===== src/rtl/dir_request_controller.sv =====
// dir_request_controller
//   Directory sequencer for an MSI L2 shared by two L1 caches (P0,0 and P0,1).
//   Grants one request at a time using round-robin arbitration.
//   Looks up or allocates a directory entry (address, state, data, sharers).
//   Sends invalidations/downgrades to sharers, then writebacks/fetches to memory.
//   Updates the entry and pulses the response back to the requester.
// Ports
//   Clock, Reset                  clock, asynchronous active-high reset
//   ReqValid/ReqWrite/ReqAddrN/ReqDataN -> ReqReady   request in, one-cycle grant out
//   RespValid/RespData            one-cycle completion to the requester
//   InvValid/InvAddr/InvDown <- InvAck/InvData        invalidate/downgrade handshake
//   MemReq/MemWrite/MemAddr/MemWData <- MemRData/MemDone   memory handshake
// Entry state encoding: 00 empty, 01 I, 10 S, 11 M; sharers bit i = processor i.
module dir_request_controller #(
   parameter int ADDR_W  = 4,
   parameter int DATA_W  = 4,
   parameter int ENTRIES = 4
) (
   input  logic              Clock,
   input  logic              Reset,
   input  logic [1:0]        ReqValid,
   input  logic [1:0]        ReqWrite,
   input  logic [ADDR_W-1:0] ReqAddr0,
   input  logic [ADDR_W-1:0] ReqAddr1,
   input  logic [DATA_W-1:0] ReqData0,
   input  logic [DATA_W-1:0] ReqData1,
   output logic [1:0]        ReqReady,
   output logic [1:0]        RespValid,
   output logic [DATA_W-1:0] RespData,
   output logic [1:0]        InvValid,
   output logic [ADDR_W-1:0] InvAddr,
   output logic              InvDown,
   input  logic [1:0]        InvAck,
   input  logic [DATA_W-1:0] InvData,
   output logic              MemReq,
   output logic              MemWrite,
   output logic [ADDR_W-1:0] MemAddr,
   output logic [DATA_W-1:0] MemWData,
   input  logic [DATA_W-1:0] MemRData,
   input  logic              MemDone
);
   localparam int IDX_W = (ENTRIES > 1) ? $clog2(ENTRIES) : 1;
   localparam logic [1:0] ST_EMPTY = 2'b00;
   localparam logic [1:0] ST_S     = 2'b10;
   localparam logic [1:0] ST_M     = 2'b11;

   typedef enum logic [2:0] {
      S_IDLE, S_LOOKUP, S_INVAL, S_WBACK, S_MEMRD, S_UPDATE, S_RESP
   } fsm_t;

   fsm_t              fsm_q, fsm_d;
   logic              rr_q, rr_d;              // processor granted last on a contested cycle
   logic [IDX_W-1:0]  victim_q, victim_d;
   logic              req_id_q, req_id_d;
   logic              req_write_q, req_write_d;
   logic [ADDR_W-1:0] req_addr_q, req_addr_d;
   logic [DATA_W-1:0] req_wdata_q, req_wdata_d;
   logic [IDX_W-1:0]  idx_q, idx_d;
   logic [1:0]        inv_mask_q, inv_mask_d;  // processors still to be invalidated
   logic              inv_down_q, inv_down_d;
   logic              capture_q, capture_d;    // owner was M: take InvData on its ack
   logic              wb_q, wb_d;
   logic              fetch_q, fetch_d;
   logic [ADDR_W-1:0] tgt_addr_q, tgt_addr_d;  // address for INVAL and WBACK
   logic [DATA_W-1:0] data_q, data_d;          // working copy of the block
   logic [1:0]        new_state_q, new_state_d;
   logic [1:0]        new_sharers_q, new_sharers_d;

   logic [1:0]        ent_state_q   [ENTRIES];
   logic [1:0]        ent_state_d   [ENTRIES];
   logic [1:0]        ent_sharers_q [ENTRIES];
   logic [1:0]        ent_sharers_d [ENTRIES];
   logic [ADDR_W-1:0] ent_addr_q    [ENTRIES];
   logic [ADDR_W-1:0] ent_addr_d    [ENTRIES];
   logic [DATA_W-1:0] ent_data_q    [ENTRIES];
   logic [DATA_W-1:0] ent_data_d    [ENTRIES];

   logic [ENTRIES-1:0] match_vec, empty_vec;
   logic [IDX_W-1:0]   hit_idx, empty_idx;
   logic [1:0]         req_bit, tgt_bit, cur_state, cur_sharers;
   logic               gnt_id;

   generate
      for (genvar gi = 0; gi < ENTRIES; gi++) begin : g_cmp
         assign match_vec[gi] = (ent_state_q[gi] != ST_EMPTY) && (ent_addr_q[gi] == req_addr_q);
         assign empty_vec[gi] = (ent_state_q[gi] == ST_EMPTY);
      end
   endgenerate

   assign req_bit = req_id_q ? 2'b10 : 2'b01;

   // Lowest-index matching entry and lowest-index empty entry.
   always_comb begin
      hit_idx   = '0;
      empty_idx = '0;
      for (int i = ENTRIES - 1; i >= 0; i--) begin
         if (match_vec[i]) hit_idx = IDX_W'(i);
         if (empty_vec[i]) empty_idx = IDX_W'(i);
      end
   end

   always_comb begin
      fsm_d = fsm_q;  rr_d = rr_q;  victim_d = victim_q;
      req_id_d = req_id_q;  req_write_d = req_write_q;
      req_addr_d = req_addr_q;  req_wdata_d = req_wdata_q;
      idx_d = idx_q;  inv_mask_d = inv_mask_q;  inv_down_d = inv_down_q;
      capture_d = capture_q;  wb_d = wb_q;  fetch_d = fetch_q;
      tgt_addr_d = tgt_addr_q;  data_d = data_q;
      new_state_d = new_state_q;  new_sharers_d = new_sharers_q;
      ent_state_d = ent_state_q;  ent_sharers_d = ent_sharers_q;
      ent_addr_d = ent_addr_q;  ent_data_d = ent_data_q;
      gnt_id = 1'b0;  tgt_bit = 2'b00;
      cur_state = ent_state_q[hit_idx];
      cur_sharers = ent_sharers_q[hit_idx];
      ReqReady = 2'b00;  RespValid = 2'b00;  RespData = '0;
      InvValid = 2'b00;  InvAddr = '0;  InvDown = 1'b0;
      MemReq = 1'b0;  MemWrite = 1'b0;  MemAddr = '0;  MemWData = '0;

      case (fsm_q)
         S_IDLE: begin
            // Grant is suppressed during reset so every output reads 0 then.
            if (ReqValid != 2'b00 && !Reset) begin
               if (ReqValid == 2'b11) begin
                  gnt_id = ~rr_q;
                  rr_d   = ~rr_q;
               end else begin
                  gnt_id = ReqValid[1];
               end
               ReqReady    = gnt_id ? 2'b10 : 2'b01;
               req_id_d    = gnt_id;
               req_write_d = ReqWrite[gnt_id];
               req_addr_d  = gnt_id ? ReqAddr1 : ReqAddr0;
               req_wdata_d = gnt_id ? ReqData1 : ReqData0;
               fsm_d       = S_LOOKUP;
            end
         end
         S_LOOKUP: begin
            inv_mask_d = 2'b00;  inv_down_d = 1'b0;  capture_d = 1'b0;
            wb_d = 1'b0;  fetch_d = 1'b0;  tgt_addr_d = req_addr_q;
            if (|match_vec) begin
               idx_d  = hit_idx;
               data_d = ent_data_q[hit_idx];
               if (req_write_q) begin
                  inv_mask_d    = cur_sharers & ~req_bit;
                  new_state_d   = ST_M;
                  new_sharers_d = req_bit;
               end else if (cur_state == ST_M && cur_sharers != req_bit) begin
                  // Remote owner: downgrade it, keep its data, write it back.
                  inv_mask_d    = cur_sharers & ~req_bit;
                  inv_down_d    = 1'b1;
                  capture_d     = 1'b1;
                  wb_d          = 1'b1;
                  new_state_d   = ST_S;
                  new_sharers_d = cur_sharers | req_bit;
               end else begin
                  new_state_d   = (cur_state == ST_M) ? ST_M : ST_S;
                  new_sharers_d = cur_sharers | req_bit;
               end
            end else begin
               if (|empty_vec) begin
                  idx_d = empty_idx;
               end else begin
                  // Evict the round-robin victim; its owner's data is authoritative.
                  idx_d      = victim_q;
                  victim_d   = victim_q + IDX_W'(1);
                  inv_mask_d = ent_sharers_q[victim_q];
                  capture_d  = (ent_state_q[victim_q] == ST_M);
                  wb_d       = (ent_state_q[victim_q] == ST_M);
                  tgt_addr_d = ent_addr_q[victim_q];
                  data_d     = ent_data_q[victim_q];
               end
               fetch_d       = ~req_write_q;
               new_state_d   = req_write_q ? ST_M : ST_S;
               new_sharers_d = req_bit;
            end
            if (inv_mask_d != 2'b00) fsm_d = S_INVAL;
            else if (wb_d)           fsm_d = S_WBACK;
            else if (fetch_d)        fsm_d = S_MEMRD;
            else                     fsm_d = S_UPDATE;
         end
         S_INVAL: begin
            // P0,0 is served before P0,1; acks on the other bit are ignored.
            tgt_bit  = inv_mask_q[0] ? 2'b01 : 2'b10;
            InvValid = tgt_bit;
            InvAddr  = tgt_addr_q;
            InvDown  = inv_down_q;
            if ((InvAck & tgt_bit) != 2'b00) begin
               inv_mask_d = inv_mask_q & ~tgt_bit;
               if (capture_q) data_d = InvData;
               if ((inv_mask_q & ~tgt_bit) == 2'b00) begin
                  if (wb_q)         fsm_d = S_WBACK;
                  else if (fetch_q) fsm_d = S_MEMRD;
                  else              fsm_d = S_UPDATE;
               end
            end
         end
         S_WBACK: begin
            MemReq   = 1'b1;
            MemWrite = 1'b1;
            MemAddr  = tgt_addr_q;
            MemWData = data_q;
            if (MemDone) fsm_d = fetch_q ? S_MEMRD : S_UPDATE;
         end
         S_MEMRD: begin
            MemReq  = 1'b1;
            MemAddr = req_addr_q;
            if (MemDone) begin
               data_d = MemRData;
               fsm_d  = S_UPDATE;
            end
         end
         S_UPDATE: begin
            data_d                = req_write_q ? req_wdata_q : data_q;
            ent_state_d[idx_q]    = new_state_q;
            ent_sharers_d[idx_q]  = new_sharers_q;
            ent_addr_d[idx_q]     = req_addr_q;
            ent_data_d[idx_q]     = req_write_q ? req_wdata_q : data_q;
            fsm_d                 = S_RESP;
         end
         S_RESP: begin
            RespValid = req_bit;
            RespData  = data_q;
            fsm_d     = S_IDLE;
         end
         default: fsm_d = S_IDLE;
      endcase
   end

   always_ff @(posedge Clock or posedge Reset) begin
      if (Reset) begin
         fsm_q <= S_IDLE;  rr_q <= 1'b1;  victim_q <= '0;
         req_id_q <= 1'b0;  req_write_q <= 1'b0;  req_addr_q <= '0;  req_wdata_q <= '0;
         idx_q <= '0;  inv_mask_q <= 2'b00;  inv_down_q <= 1'b0;  capture_q <= 1'b0;
         wb_q <= 1'b0;  fetch_q <= 1'b0;  tgt_addr_q <= '0;  data_q <= '0;
         new_state_q <= ST_EMPTY;  new_sharers_q <= 2'b00;
         for (int i = 0; i < ENTRIES; i++) begin
            ent_state_q[i]   <= ST_EMPTY;
            ent_sharers_q[i] <= 2'b00;
            ent_addr_q[i]    <= '0;
            ent_data_q[i]    <= '0;
         end
      end else begin
         fsm_q <= fsm_d;  rr_q <= rr_d;  victim_q <= victim_d;
         req_id_q <= req_id_d;  req_write_q <= req_write_d;
         req_addr_q <= req_addr_d;  req_wdata_q <= req_wdata_d;
         idx_q <= idx_d;  inv_mask_q <= inv_mask_d;  inv_down_q <= inv_down_d;
         capture_q <= capture_d;  wb_q <= wb_d;  fetch_q <= fetch_d;
         tgt_addr_q <= tgt_addr_d;  data_q <= data_d;
         new_state_q <= new_state_d;  new_sharers_q <= new_sharers_d;
         ent_state_q <= ent_state_d;  ent_sharers_q <= ent_sharers_d;
         ent_addr_q <= ent_addr_d;  ent_data_q <= ent_data_d;
      end
   end
endmodule


===== config.mk =====
export PLATFORM = sky130hd
export DESIGN_NAME = dir_request_controller
export DESIGN_NICKNAME = d
export VERILOG_FILES = /design/src/rtl/dir_request_controller.sv
export SDC_FILE = /design/constraint.sdc
export NUM_CORES = 1
export LEC_CHECK = 0
export CORE_MARGIN = 3
export CORE_UTILIZATION = 56
export DETAILED_ROUTE_END_ITERATION = 8
export MAX_ROUTING_LAYER = met4
export PLACE_DENSITY = 0.84
export RECOVER_POWER = 50
export SLEW_MARGIN = 30
export SYNTH_ARGS = -nofsm -noshare
export SYNTH_HDL_FRONTEND = slang
export SYNTH_SLANG_ARGS = --single-unit

===== constraint.sdc =====
create_clock -name Clock -period 5.3 [get_ports Clock]
set_input_delay 1.06 -clock Clock [delete_from_list [all_inputs] [get_ports Clock]]
set_output_delay 1.06 -clock Clock [all_outputs]
set_load 0.02 [all_outputs]

---- Word-level counts from Yosys, hierarchy flattened ----
Index checks and enable logic that the tools add are counted.
storage, ports and cells
  logic and storage cells ................. 207
  output and inout bits ................... 25
  input port bits ......................... 33
  flip-flop bits (word level) ............. 84
operators by class
  order comparisons ....................... 5
  equal/unequal tests ..................... 21
  multiplexer cells ....................... 102
  reductions and logical operators ........ 32
  $add $sub $neg .......................... 1
  bitwise operators ....................... 13
operator list
  kind                count
  $mux 4              20
  $mux 2              35
  $bwmux 16           2
  $bmux 4 s2          3
  $mux 3              8
  $mux 1              22
  $pmux 3 s6          1
  $bmux 2 s2          4
  $bwmux 8            2
  $eq 4x4->1          4
  $pmux 4 s4          1
  $reduce_bool 2->1   8
  $ne 2x2->1 const B  6
  $logic_not 2->1     5
  $reduce_and 5->1    2
  $eq 3x3->1 const B  3
  $ge 3x3->1 const B  3
  $not 2->3           3
  $demux 4 s2         1
  $pmux 4 s2          1
  $reduce_or 4->1     2
  $logic_and 1x1->1   7
  $and 2x2->2         3
  $eq 2x2->1 const B  3
  18 further kinds    25

---- Longest topological paths before layout ----
Gate-level depths: netlist (run 1).
  depth after elaboration ................. 19
  mapped depth ............................ 14
  depth with buffers taken out ............ 13

---- Least setup slack after synthesis (run 1) ----
OpenSTA, ideal clock, no wires.
  path type ............................... input-to-output
  start point ............................. input port Reset
  end point ............................... output port ReqReady[0]
  cell stages on the path ................. 5
  data arrival time ....................... 3974 ps
  path buffers ............................ 1
  data required time ...................... 4240 ps
  setup slack ............................. 266 ps
  cell sequence ........................... inv_1 > o21ai_0 > nand3b_1 > clkbuf_1 > nor2_1
between the ends
  word-level cells in the longest chain between the ends .. 4
RTL lines
  what                       RTL line  source
  start, declared            20        input logic Reset,
  $logic_not 1->1 (no line)  n/a
  $logic_and 1x1->1          122       if (ReqValid != 2'b00 && !Reset) begin
  $mux 2                     122
  $mux 2                     119       case (fsm_q)
  end, declared              27        output logic [1:0] ReqReady,
Every way passes these cells.

---- Worst setup path after layout (run 1) ----
Ends and elaborated chain as after synthesis.

==> results of run 1 <==
per-stage QoR:
| stage | setup WS, ps | hold slack (ps) | area (sq um) | util [%] | power [uW] |
|---|---|---|---|---|---|
| after floorplan | 266 | 450 | 4900 | - | 2950 |
| after global placement | 1430 | 466 | 5530 | 66.2 | 3430 |
| after detailed placement | 1420 | 476 | 5530 | 66.2 | 3540 |
| after CTS | 1400 | 507 | 5780 | 69.2 | 4130 |
| after global routing | 725 | 550 | 5770 | 69.2 | 4440 |
| final | 1160 | 505 | 5770 | 69.2 | 4170 |
flip-flops by register name, indices dropped and copies added, names as in the netlist, 2 cells and up:
name / cells
ent_addr_q: 16
ent_data_q: 16
ent_sharers_q: 8
ent_state_q: 8
data_q: 4
req_addr_q: 4
req_wdata_q: 4
tgt_addr_q: 4
fsm_q: 3
idx_q: 2
inv_mask_q: 2
new_sharers_q: 2
new_state_q: 2
victim_q: 2
cell usage after synthesis, types with 3 or more instances:
library cell,count
clkbuf_1,18
nor3_1,3
ha_1,4
mux4_2,11
mux2_1,3
a21oi_1,21
o211ai_1,4
nand4_1,3
nand2_1,52
xor2_1,8
and3_1,21
a31oi_1,3
xnor2_1,10
o22ai_1,3
inv_1,12
dfrtp_1,82
buf_1,3
nor2b_1,4
buf_2,5
mux2i_1,25
mux2_2,33
nand3_1,13
a22o_1,4
o22a_1,4
a22oi_1,4
nand2b_1,4
o21ai_0,43
nor2_1,33
tightest hold or removal path: cells and delay by family (launching register included):
family / cells / cell delay (ps)
AOI/OAI and AO/OA: 1 / 70
DFF: 1 / 360
and+or+nand+nor: 1 / 50
power by group:
part / internal (uW) / switching, uW
Clock: 327 / 235
Sequential: 916 / 368
Combinational: 992 / 1330
metal layers:
layer	part of all wire (%)	global-route usage, %	vias up
li1	-	-	1837
met1	41	35.6	1967
met2	47	42.2	233
met3	9.0	5.47	36
met4	3.1	12.8	0
met5	0	-	-
worst max path at each step:
stage,from,end,slack (ps),cells after the start
5_1_grt,Reset,ent_addr_q[14],720,4
3_3_place_gp,Reset,ReqReady[0],1430,7
3_5_place_dp,Reset,ReqReady[0],1420,7
6_report,Reset,ReqReady[0],1160,7
2_1_floorplan,Reset,ReqReady[0],270,5
4_1_cts,Reset,ReqReady[0],1400,7
kinds of logic (layout without fill, tap and decap cells):
| family | count (synthesis) | after routing | synth area share (%) |
|---|---|---|---|
| compound gates | 109 | 109 | 14.7 |
| buf+inv | 42 | 93 | 3.80 |
| simple gates | 152 | 152 | 15.8 |
| mux | 73 | 73 | 18.7 |
| flops | 83 | 83 | 42.4 |
| fa+ha+maj | 4 | 4 | 1.02 |
| xor+xnor | 19 | 19 | 3.55 |
cell type report:
type / instances / area (sq um)
multi-input cells: 357 / 2640
fillers: 638 / 2570
flip-flops and latches: 83 / 2080
repair buffers: 65 / 624
clock buffers: 10 / 138
well taps: 105 / 131
clock inverters: 6 / 113
inverters: 12 / 46.3
==> impl_metrics.json, run 1 <==
{
  "grt_max_degree": 50,
  "port_buffers": 57,
  "path_max_fanout": 21,
  "drc": 0,
  "layout_commonest_cell": "dfrtp_1",
  "synth_top_area_cell": "dfrtp_1",
  "rsz0062_at_grt": "no",
  "wl_mm": 12.7,
  "min_path_type": "reg2reg",
  "grt.overflow.total": 0,
  "rows": 33,
  "mostFrequentLayoutCells": "82 x dfrtp_1, 56 x clkdlybuf4s50_1, 52 x nand2_1, 43 x o21ai_0",
  "start_kind": "input pin",
  "ant_nets": 0,
  "async_flop_share_pct": 100,
  "relSlewSlack_pct": -22.3,
  "wl_per_cell_um": 19.9,
  "synth_area_sq_um": 4900,
  "start_util_pct": 58.8,
  "grt_pass1_vias": 4144,
  "synth_edf_count": 0,
  "root_buffer": "clkbuf_8",
  "cts_hold_buffers": 0,
  "core_sq_um": 8340,
  "antenna_found_initial": 0,
  "post_cts_resized": 0,
  "crit_buf_inv": 4,
  "cts_tree": "built",
  "hold_start": "req_wdata_q[1]",
  "drive_above_1_share_pct": 16.5,
  "worst_skew_pair.late_latency_ps": 360,
  "drv_cap": 1,
  "dp_hpwl_mm": 8.94,
  "critPathCaptureType": "output port",
  "critPathTopFamily": "buffers and inverters",
  "p_leak_uw": 0.00248,
  "syn_inst": 482,
  "rr_startpoint": "req_addr_q[3]",
  "worstHoldPathCells": 2,
  "crit_type": "in2out",
  "fin_crit_sh_pct": 78.0,
  "reg2reg_slack_ps": 1560,
  "cts_max_level": 3,
  "grt_usage_pct": 27.6,
  "r2r-end": "fsm_q[2]",
  "synth_top_cell_area_share_pct": 41.8,
  "vias": 4073,
  "ys.warnings.count": 0,
  "rr_worst_depth": 11,
  "fin_tns_setup_ps": 0,
  "firstDrtPassIters": 5,
  "stdcell_count": 638,
  "finalHoldViolations": 0,
  "finalMaxSlewViolations": 36,
  "dp.cells": 622,
  "dieArea_sq_um": 9920,
  "nNetsFinal": 565,
  "cts.sinks": 83,
  "violations": "capacitance limit, slew limit",
  "synth_nets": 519,
  "slowest_delay_ps": 610,
  "period_minus_slack_ps": 4140,
  "required_ps": 4240,
  "synth_area_per_cell_sq_um": 10.2,
  "ys.flop_type": "dfrtp_1",
  "gp_congestion": 0.932,
  "status": "complete, but fails checks",
  "cts_buffers": 9,
  "ys_ff_latch": 83,
  "arrival_ps": 3080,
  "synth_cell_types": 66,
  "synth_area_leaders": "dfrtp_1 42%, mux2_2 7.6%, mux2i_1 5.1%",
  "worst_slew_pin_slew_ps": 1830,
  "diodes": 0,
  "clk_pin_slew_worst_paths_ps": 80,
  "hold_end": "req_wdata_q[1]",
  "power_density_nw_per_um2": 722,
  "setup_violations": 0,
  "fmax_mhz": 242,
  "crit_chain": "dlygate4sd3_1, clkinvlp_2, o21ai_0, nand3b_1, buf_4, nor2_1, clkdlybuf4s50_1",
  "viasPerCell": 6.38,
  "ios": 58,
  "finalClockSkew_ps": 7.28,
  "die_x_um": 99.6,
  "die_h_um": 99.6,
  "clk_path_buf_depth": 2,
  "slowest_stage": "clkdlybuf4s50_1",
  "postCtsSetupBuffers": 0,
  "drt_iter0_drc": 368,
  "grt_pass1_wl_mm": 20.8,
  "ir_drop_mv": 0.370,
  "syn2layout_area_growth_pct": 17.7,
  "yosysSeqAreaShare_pct": 42.4
}
(Power assumes the default switching activity.)
==> inputs of run 2 (changes only) <==
--- a/config.mk
+++ b/config.mk
@@ -6,10 +6,10 @@
 export NUM_CORES = 1
 export LEC_CHECK = 0
 export CORE_MARGIN = 3
-export CORE_UTILIZATION = 56
+export CORE_UTILIZATION = 51
 export DETAILED_ROUTE_END_ITERATION = 8
 export MAX_ROUTING_LAYER = met4
-export PLACE_DENSITY = 0.84
+export PLACE_DENSITY = 0.81
 export RECOVER_POWER = 50
 export SLEW_MARGIN = 30
 export SYNTH_ARGS = -nofsm -noshare
==> constraint.sdc (replaced) <==
create_clock -name Clock -period 3.35 [get_ports Clock]
set_input_delay 0.67 -clock Clock [delete_from_list [all_inputs] [get_ports Clock]]
set_output_delay 0.67 -clock Clock [all_outputs]
set_load 0.02 [all_outputs]
==> run 2 against run 1 <==
Effect of this change: largest cell class unchanged; setup slack got worse by 1100 ps; flip-flop and latch count did not move; largest power group unchanged; power rose by 62%; sequential power rose by 55%; core utilization fell by 5.5 points; critical path depth fell by 1; the run still ends with capacitance limit, slew limit left.
==> impl_metrics.json, run 2 (synthesis gave the netlist of run 1 again) <==
{
  "cts_hold_buffers": 0,
  "finalMaxSlewViolations": 34,
  "pwr-share-comb_pct": 59.0,
  "start_util_pct": 52.8,
  "cts.sinks": 83,
  "status": "complete, but fails checks",
  "syn2layout_area_growth_pct": 20.6,
  "clk_pin_slew_worst_paths_ps": 80,
  "fin_tns_setup_ps": 0,
  "die_h_um": 104,
  "fin_crit_sh_pct": 97.1,
  "drc": 0,
  "cts_tree": "built",
  "diodes": 0,
  "drt_iter0_drc": 318,
  "root_buffer": "clkbuf_8",
  "finalClockSkew_ps": 12.0,
  "ant_nets": 0,
  "seq_power_share_pct": 29.3,
  "worst_slew_pin_slew_ps": 1730,
  "grt_pass1_vias": 4174,
  "cts_max_level": 3,
  "p_clk_share_pct": 11.7,
  "gp_congestion": 1.01,
  "grt_usage_pct": 25.4,
  "fmax_mhz": 307,
  "setup_violations": 0,
  "crit_type": "in2out",
  "dieArea_sq_um": 10800,
  "violations": "capacitance limit, slew limit",
  "dp_hpwl_mm": 9.34,
  "critPathCaptureType": "output port",
  "wl_mm": 12.9,
  "required_ps": 2680,
  "top_regs": "ent_addr_q: 16 flops, ent_data_q: 16 flops",
  "power_uw": 6750,
  "min_path_type": "reg2reg",
  "drv_cap": 1,
  "relSlewSlack_pct": -15.2,
  "path_max_fanout": 5,
  "drive_above_1_share_pct": 19.1,
  "clk_path_buf_depth": 2,
  "die_x_um": 104,
  "grt.overflow.total": 0,
  "worst_skew_pair.late_latency_ps": 360,
  "start_kind": "input pin",
  "placed_area_sq_um": 5680,
  "grt_pass1_wl_mm": 21.5,
  "p_leak_uw": 0.00253,
  "viasPerCell": 5.98,
  "fillerInstances": 757,
  "arrival_ps": 2580,
  "fin_area_sq_um": 5910,
  "power_density_nw_per_um2": 1140,
  "port_buffers": 57,
  "p_int_uw": 3630,
  "vias": 4062,
  "antenna_found_initial": 0,
  "rows": 35,
  "period_minus_slack_ps": 3250,
  "nNetsFinal": 582,
  "core_sq_um": 9280,
  "p_sw_share_pct": 46.3,
  "cts_buffers": 9,
  "mostFrequentLayoutCells": "80 x dfrtp_1, 57 x clkdlybuf4s50_1, 52 x nand2_1, 42 x o21ai_0",
  "switchingPower_uw": 3120,
  "wl_per_cell_um": 19.0,
  "holdWs_ps": 512,
  "ir_drop_mv": 0.455,
  "layout_commonest_cell": "dfrtp_1",
  "firstDrtPassIters": 6,
  "grt_max_degree": 52,
  "finalHoldViolations": 0,
  "ios": 58
}
## run 2: area by class of cell
type	count	area, sq um	area share (%)
inverter	12	48.8	0.825
tap	129	161	2.73
clock inverter	6	90.1	1.52
multi-input combinational	357	2660	45.0
timing repair buffer	82	743	12.6
clock buffer	10	128	2.16
sequential	83	2080	35.2
## run 2: timing repair
item	in CTS	in global routing
buffers inserted	0	1
gates resized for setup	0	6
endpoints found under the setup margin	0	5
## run 2: critical path, stage by stage
cell and delay, ps:
clkdlybuf4s50_1 440, clkinvlp_4 140, o21ai_1 90, nand3b_1 260, nor2_1 300, clkdlybuf4s50_1 680
## run 2: through the flow
step	setup WS (ps)	std cells	util (%)
detailed placement	119	662	61.2
global placement	92.8	662	61.2
finish	95.5	679	63.7
global route	-2.84	679	63.7
CTS	65.6	678	63.5
floorplan	32.6	482	-
## run 2: metal layers
layer,GRT usage [%],part of all wire [%]
met5,-,0
met2,39.6,48
met1,32.4,42
met4,8.07,2.2
met3,7.26,8.2
## run 2: path summary, 6_finish.rpt
check                                    from              to  slack (ps)  cells past startpoint
worst max-delay path                    Reset     ReqReady[0]         100                      6
worst min-delay path            tgt_addr_q[1]   tgt_addr_q[1]         510                      2
worst max register to register  req_addr_q[1]        fsm_q[2]         170                     12
worst min register to register  tgt_addr_q[1]   tgt_addr_q[1]         510                      2
max in group asynchronous               Reset   req_addr_q[1]         490                      4
min in group asynchronous               Reset  ent_state_q[4]        1370                      3
## run 2: power groups by stage
stage | Clock [uW] | Combinational (uW) | Sequential (uW)
floorplan | 0 | 2950 | 1720
global placement | 0 | 3680 | 1950
detailed placement | 0 | 3820 | 1980
CTS | 800 | 3880 | 1970
global route | 843 | 4320 | 2050
finish | 792 | 3980 | 1980
==> inputs of run 3 (changes only) <==
--- a/config.mk
+++ b/config.mk
@@ -11,6 +11,7 @@
 export MAX_ROUTING_LAYER = met4
 export PLACE_DENSITY = 0.81
 export RECOVER_POWER = 50
+export SKIP_LAST_GASP = 1
 export SLEW_MARGIN = 30
 export SYNTH_ARGS = -nofsm -noshare
 export SYNTH_HDL_FRONTEND = slang
==> results of run 3 <==
Final layout, timing and power as in run 2 (identical DEF).
